### config.mk
export PLATFORM = sky130hd
export DESIGN_NAME = adc_sequencer
export DESIGN_NICKNAME = d
export VERILOG_FILES = /design/src/rtl/adc_sequencer.sv
export SDC_FILE = /design/constraint.sdc
export NUM_CORES = 1
export LEC_CHECK = 0
export ABC_CLOCK_PERIOD_IN_PS = 2150
export CORE_ASPECT_RATIO = 1.25
export CORE_MARGIN = 1.5
export CORE_UTILIZATION = 45
export DETAILED_ROUTE_END_ITERATION = 7
export PLACE_DENSITY = 0.89
export SYNTH_ARGS = -nofsm -noshare
export SYNTH_HDL_FRONTEND = slang
export SYNTH_SLANG_ARGS = --single-unit
### constraint.sdc
create_clock -name clk -period 2.15 [get_ports clk]
set_input_delay 0.43 -clock clk [delete_from_list [all_inputs] [get_ports clk]]
set_output_delay 0.43 -clock clk [all_outputs]
set_load 0.005 [all_outputs]
### src/rtl/adc_sequencer.sv
// Multi-channel ADC scan sequencer: timer/software triggered scans over a channel mask,
// one conversion per set bit, with per-conversion timeout and sticky overrun/timeout status.
module adc_sequencer #(
    parameter int unsigned DATA_WIDTH = 32,
    parameter int unsigned NUM_CH     = 4,
    parameter int unsigned TIMEOUT    = 255
) (
    input  logic                  clk,
    input  logic                  resetn,
    input  logic                  cfg_enable,
    input  logic [NUM_CH-1:0]     cfg_ch_mask,
    input  logic [15:0]           cfg_period,
    input  logic                  sw_trigger,
    input  logic                  status_clr,
    output logic                  adc_start,
    output logic [2:0]            adc_ch_sel,
    input  logic                  adc_done,
    input  logic [DATA_WIDTH-1:0] adc_data,
    output logic                  result_valid,
    output logic [2:0]            result_ch,
    output logic [DATA_WIDTH-1:0] result_data,
    output logic                  scan_done,
    output logic [DATA_WIDTH-1:0] status
);

    localparam logic [1:0] IDLE  = 2'd0;
    localparam logic [1:0] START = 2'd1;
    localparam logic [1:0] WAIT  = 2'd2;
    localparam logic [1:0] STORE = 2'd3;

    localparam int unsigned CntW = (TIMEOUT < 2) ? 1 : $clog2(TIMEOUT);
    localparam logic [CntW-1:0] CntLast = CntW'(TIMEOUT - 1);

    logic [1:0]            state_q, state_d;
    logic [15:0]           timer_q, timer_d;
    logic [NUM_CH-1:0]     mask_q, mask_d;
    logic [2:0]            cur_ch_q, cur_ch_d;
    logic [2:0]            last_ch_q, last_ch_d;
    logic [CntW-1:0]       cnt_q, cnt_d;
    logic [DATA_WIDTH-1:0] data_q, data_d;
    logic                  overrun_q, overrun_d;
    logic                  timeout_q, timeout_d;
    logic                  scan_done_q, scan_done_d;

    logic       timer_trig;
    logic       trigger;
    logic       advance;
    logic       timeout_set;
    logic [2:0] first_ch;
    logic [2:0] next_ch;
    logic       next_found;

    // Timer reloads from cfg_period whenever it is idle or has just fired.
    always_comb begin
        timer_d    = timer_q;
        timer_trig = 1'b0;
        if (!cfg_enable || (cfg_period == '0)) begin
            timer_d = cfg_period;
        end else if (timer_q == 16'd1) begin
            timer_trig = 1'b1;
            timer_d    = cfg_period;
        end else if (timer_q == '0) begin
            timer_d = cfg_period;
        end else begin
            timer_d = timer_q - 16'd1;
        end
    end

    assign trigger = timer_trig | sw_trigger;

    // Descending scan leaves the lowest qualifying index in each result.
    always_comb begin
        first_ch   = '0;
        next_ch    = '0;
        next_found = 1'b0;
        for (int i = int'(NUM_CH) - 1; i >= 0; i--) begin
            if (cfg_ch_mask[i]) begin
                first_ch = 3'(i);
            end
            if (mask_q[i] && (3'(i) > cur_ch_q)) begin
                next_ch    = 3'(i);
                next_found = 1'b1;
            end
        end
    end

    always_comb begin
        state_d     = state_q;
        mask_d      = mask_q;
        cur_ch_d    = cur_ch_q;
        last_ch_d   = last_ch_q;
        cnt_d       = cnt_q;
        data_d      = data_q;
        scan_done_d = 1'b0;
        advance     = 1'b0;
        timeout_set = 1'b0;

        case (state_q)
            IDLE: begin
                if (trigger && (cfg_ch_mask != '0)) begin
                    mask_d   = cfg_ch_mask;
                    cur_ch_d = first_ch;
                    state_d  = START;
                end
            end
            START: begin
                cnt_d   = '0;
                state_d = WAIT;
            end
            WAIT: begin
                if (adc_done) begin
                    data_d    = adc_data;
                    last_ch_d = cur_ch_q;
                    state_d   = STORE;
                end else if (cnt_q == CntLast) begin
                    timeout_set = 1'b1;
                    advance     = 1'b1;
                end else begin
                    cnt_d = cnt_q + CntW'(1);
                end
            end
            STORE: begin
                advance = 1'b1;
            end
            default: begin
                state_d = IDLE;
            end
        endcase

        if (advance) begin
            if (next_found) begin
                cur_ch_d = next_ch;
                state_d  = START;
            end else begin
                scan_done_d = 1'b1;
                state_d     = IDLE;
            end
        end
    end

    // Set events take priority over a same-cycle clear.
    assign overrun_d = (trigger && (state_q != IDLE)) | (overrun_q & ~status_clr);
    assign timeout_d = timeout_set | (timeout_q & ~status_clr);

    always_ff @(posedge clk or negedge resetn) begin
        if (!resetn) begin
            state_q     <= IDLE;
            timer_q     <= '0;
            mask_q      <= '0;
            cur_ch_q    <= '0;
            last_ch_q   <= '0;
            cnt_q       <= '0;
            data_q      <= '0;
            overrun_q   <= 1'b0;
            timeout_q   <= 1'b0;
            scan_done_q <= 1'b0;
        end else begin
            state_q     <= state_d;
            timer_q     <= timer_d;
            mask_q      <= mask_d;
            cur_ch_q    <= cur_ch_d;
            last_ch_q   <= last_ch_d;
            cnt_q       <= cnt_d;
            data_q      <= data_d;
            overrun_q   <= overrun_d;
            timeout_q   <= timeout_d;
            scan_done_q <= scan_done_d;
        end
    end

    assign adc_start    = (state_q == START);
    assign adc_ch_sel   = cur_ch_q;
    assign result_valid = (state_q == STORE);
    assign result_ch    = cur_ch_q;
    assign result_data  = data_q;
    assign scan_done    = scan_done_q;

    always_comb begin
        status      = '0;
        status[0]   = (state_q != IDLE);
        status[1]   = overrun_q;
        status[2]   = timeout_q;
        status[6:4] = last_ch_q;
    end

endmodule
==> impl_metrics.toml <==
[power]
pwr-share-comb_pct = 45.0
ir_drop_uv = 554
switching_share_pct = 31.8
p_switching_uw = 1730
internal_power_uw = 3700
p_leak_uw = 0.00212
power.share.clock_pct = 16.7
power.density_nw_per_um2 = 1090
seqPwrFrac_pct = 38.3

[die]
initial_core_util_pct = 46.2
die_w_um = 82.7
ios = 131
die_area_sq_um = 8500
rows = 36
fp.coreArea_sq_um = 7750
die_h_um = 103

[global_route]
grt_pass1_wl_um = 12900
grt_pass1_vias = 2827
antenna_found_initial = 0
grt_max_degree = 71
grt.busiest_layer = "met2"
grt_use_total_pct = 20.4
met3_usage_pct = 4.07
grt_util_met2_pct = 38.0
grt-ovfl-total = 0
groute.layer.met1.usage_pct = 21.8

[routing]
firstDrtPassIters = 4
wirelength_um = 8350
drcViolationCount = 0
final_antenna_net_count = 0
vias = 2845
avgRoutedWirePerCell_um = 15.0
routed_via_density = 5.11
drtIter0Drc = 141

[place]
pre_cts_ws_ps = -312
gp_congestion = 0.824
numPortBuffers = 104
place_area_sq_um = 4760
hpwl_um = 6190

[sta]
fin_skew_ps = 12.6
min_period_over_period_pct = 96.6
drv_slew = 0
rsz0062_at_grt = "false"
fin_tns_setup_ps = 0
setup_viol = 0
period_needed_ps = 2080
hold_violations = 0
max_freq_ghz = 0.481
setup_ws_ps = 72.4

[clock_tree]
clock_sinks = 70
clk_pin_slew_worst_paths_ps = 80
worstSkewPairLatency_ps = 350
ctsHoldBuffers = 0
cts_root_buf = "clkbuf_8"
cts_buffers = 9
ctsHtreeMaxLevel = 3
cts_tree = "yes"
clockBufferDepth = 2

[layout]
drive_gt1_share_pct = 19.3
area_growth_pct = 39.2
diodes = 0
nNetsFinal = 526
final_common_cell = "clkdlybuf4s50_1"
final_cell_mix = "103 x clkdlybuf4s50_1, 69 x dfrtp_1, 35 x mux2_2"
final_cell_area_sq_um = 4980

[job]
maxCapViolCount = 0

[hold_path]
hold_path.class = "in -> async"

[synth]
syn_inst = 334
yosysTopAreaCellShare_pct = 49.0
yosysTopAreaCell = "dfrtp_1"
syn_avg_cell_area_sq_um = 10.7
synth-seq-area-share_pct = 49.0
ys_warn_count = 0
synth_cell_types = 50
synth_ff_type = "dfrtp_1"
async_flop_share_pct = 100
ys_ff_latch = 70
synth-edff-count = 0
synth_area_sq_um = 3580
ys_top_cells_by_area = "dfrtp_1 49%, mux2_2 11%, buf_4 6.5%, o21ai_0 4.1%, ha_1 3.5%"

[worst_setup_path]
cp_max_fo = 3
end_kind = "flip-flop"
critPathRequiredTime_ps = 2380
start_kind = "primary input"
path_class = "in -> reg"
crit_buf_inv = 1
path_delay_family = "simple AND/OR/NAND/NOR gates"
worst_path_largest_cell_delay_ps = 560
critPathSlowestCell = "or4_1"
crit_chain = "clkdlybuf4s50_1 > or4_1 > and2_1 > and3_2 > o311a_1 > nand3b_1"
arrival_ps = 2310

[outcome]
status = "finished, final reports clean"
-- per-layer routing --
metal | vias up | wire length (um)
met5 | - | 0
li1 | 1365 | -
met2 | 85 | 4720
met1 | 1376 | 3090
met3 | 19 | 348
met4 | 0 | 199
-- worst paths after layout --
path                                     start               to  slack, ps  cells after the start
worst min-delay path                    resetn  result_data[25]         80                      2
min in group clk                  last_ch_q[0]     last_ch_q[0]        500                      2
max in group asynchronous               resetn       timer_q[4]       1720                      2
worst max register to register      timer_q[4]    adc_ch_sel[0]        140                      5
worst min register to register    last_ch_q[0]     last_ch_q[0]        500                      2
worst max-delay path            cfg_ch_mask[0]       state_q[0]         70                      6
-- synthesized netlist by cell type, types with 2 or more instances --
cell	instances
nor2b_1	6
nand2_1	31
nor2_1	13
mux2_2	35
nor4_1	6
buf_2	2
a21oi_1	5
o32ai_1	2
o21ai_0	29
clkbuf_1	6
nor3_1	9
o22ai_1	2
xnor2_1	14
buf_4	31
ha_1	10
o211ai_1	2
inv_1	16
dfrtp_1	70
a31oi_1	2
o31ai_1	3
nand4_1	3
nand3_1	5
or4_1	2
xor2_1	4
-- cells by family after synthesis --
kind of cell / Yosys count / synth area share, %
DFF: 70 / 49.0
muxes: 35 / 11.0
other: 1 / 0.105
AOI/OAI and AO/OA: 58 / 10.1
and+or+nand+nor: 87 / 12.8
buffers and inverters: 55 / 9.09
xor gates and xnor gates: 18 / 4.41
adders and majority gates: 10 / 3.50
-- per-stage QoR --
step | cells | hold slack [ps] | utilization, % | total power, uW
finish | 557 | 80.0 | 64.3 | 5430
detailed placement | 540 | 484 | 61.5 | 4490
CTS | 556 | 105 | 63.7 | 5440
global route | 557 | 114 | 64.3 | 5850
floorplan | 359 | 134 | - | 3210
global placement | 540 | 467 | 61.5 | 4380
-- layout make-up --
type / count / area, sq um
clock buffer: 9 / 124
clock inverter: 6 / 38.8
tap: 95 / 119
sequential: 70 / 1750
timing repair buffer: 127 / 1250
fill: 617 / 2770
inverter: 16 / 60.1
multi-input combinational: 234 / 1640
-- registers in the layout (all words and copies together) (netlist names), 2 cells and up --
name	flops
last_ch_q	3
mask_q	3
cnt_q	8
state_q	2
adc_ch_sel	3
timer_q	16
result_data	32
-- what timing repair did --
action / CTS / global route
buffers inserted: 1 / 1
pin swaps: 0 / 2
resized for setup: 1 / 6
endpoints found under the setup margin: 1 / 3
-- power groups by stage --
stage,Combinational [uW],Clock [uW],Sequential [uW]
6_report,2440,909,2080
2_1_floorplan,1120,0,2090
4_1_cts,2430,933,2080
3_5_place_dp,2380,0,2110
3_3_place_gp,2320,0,2070
5_1_grt,2710,998,2140
(Power assumes the default switching activity.)
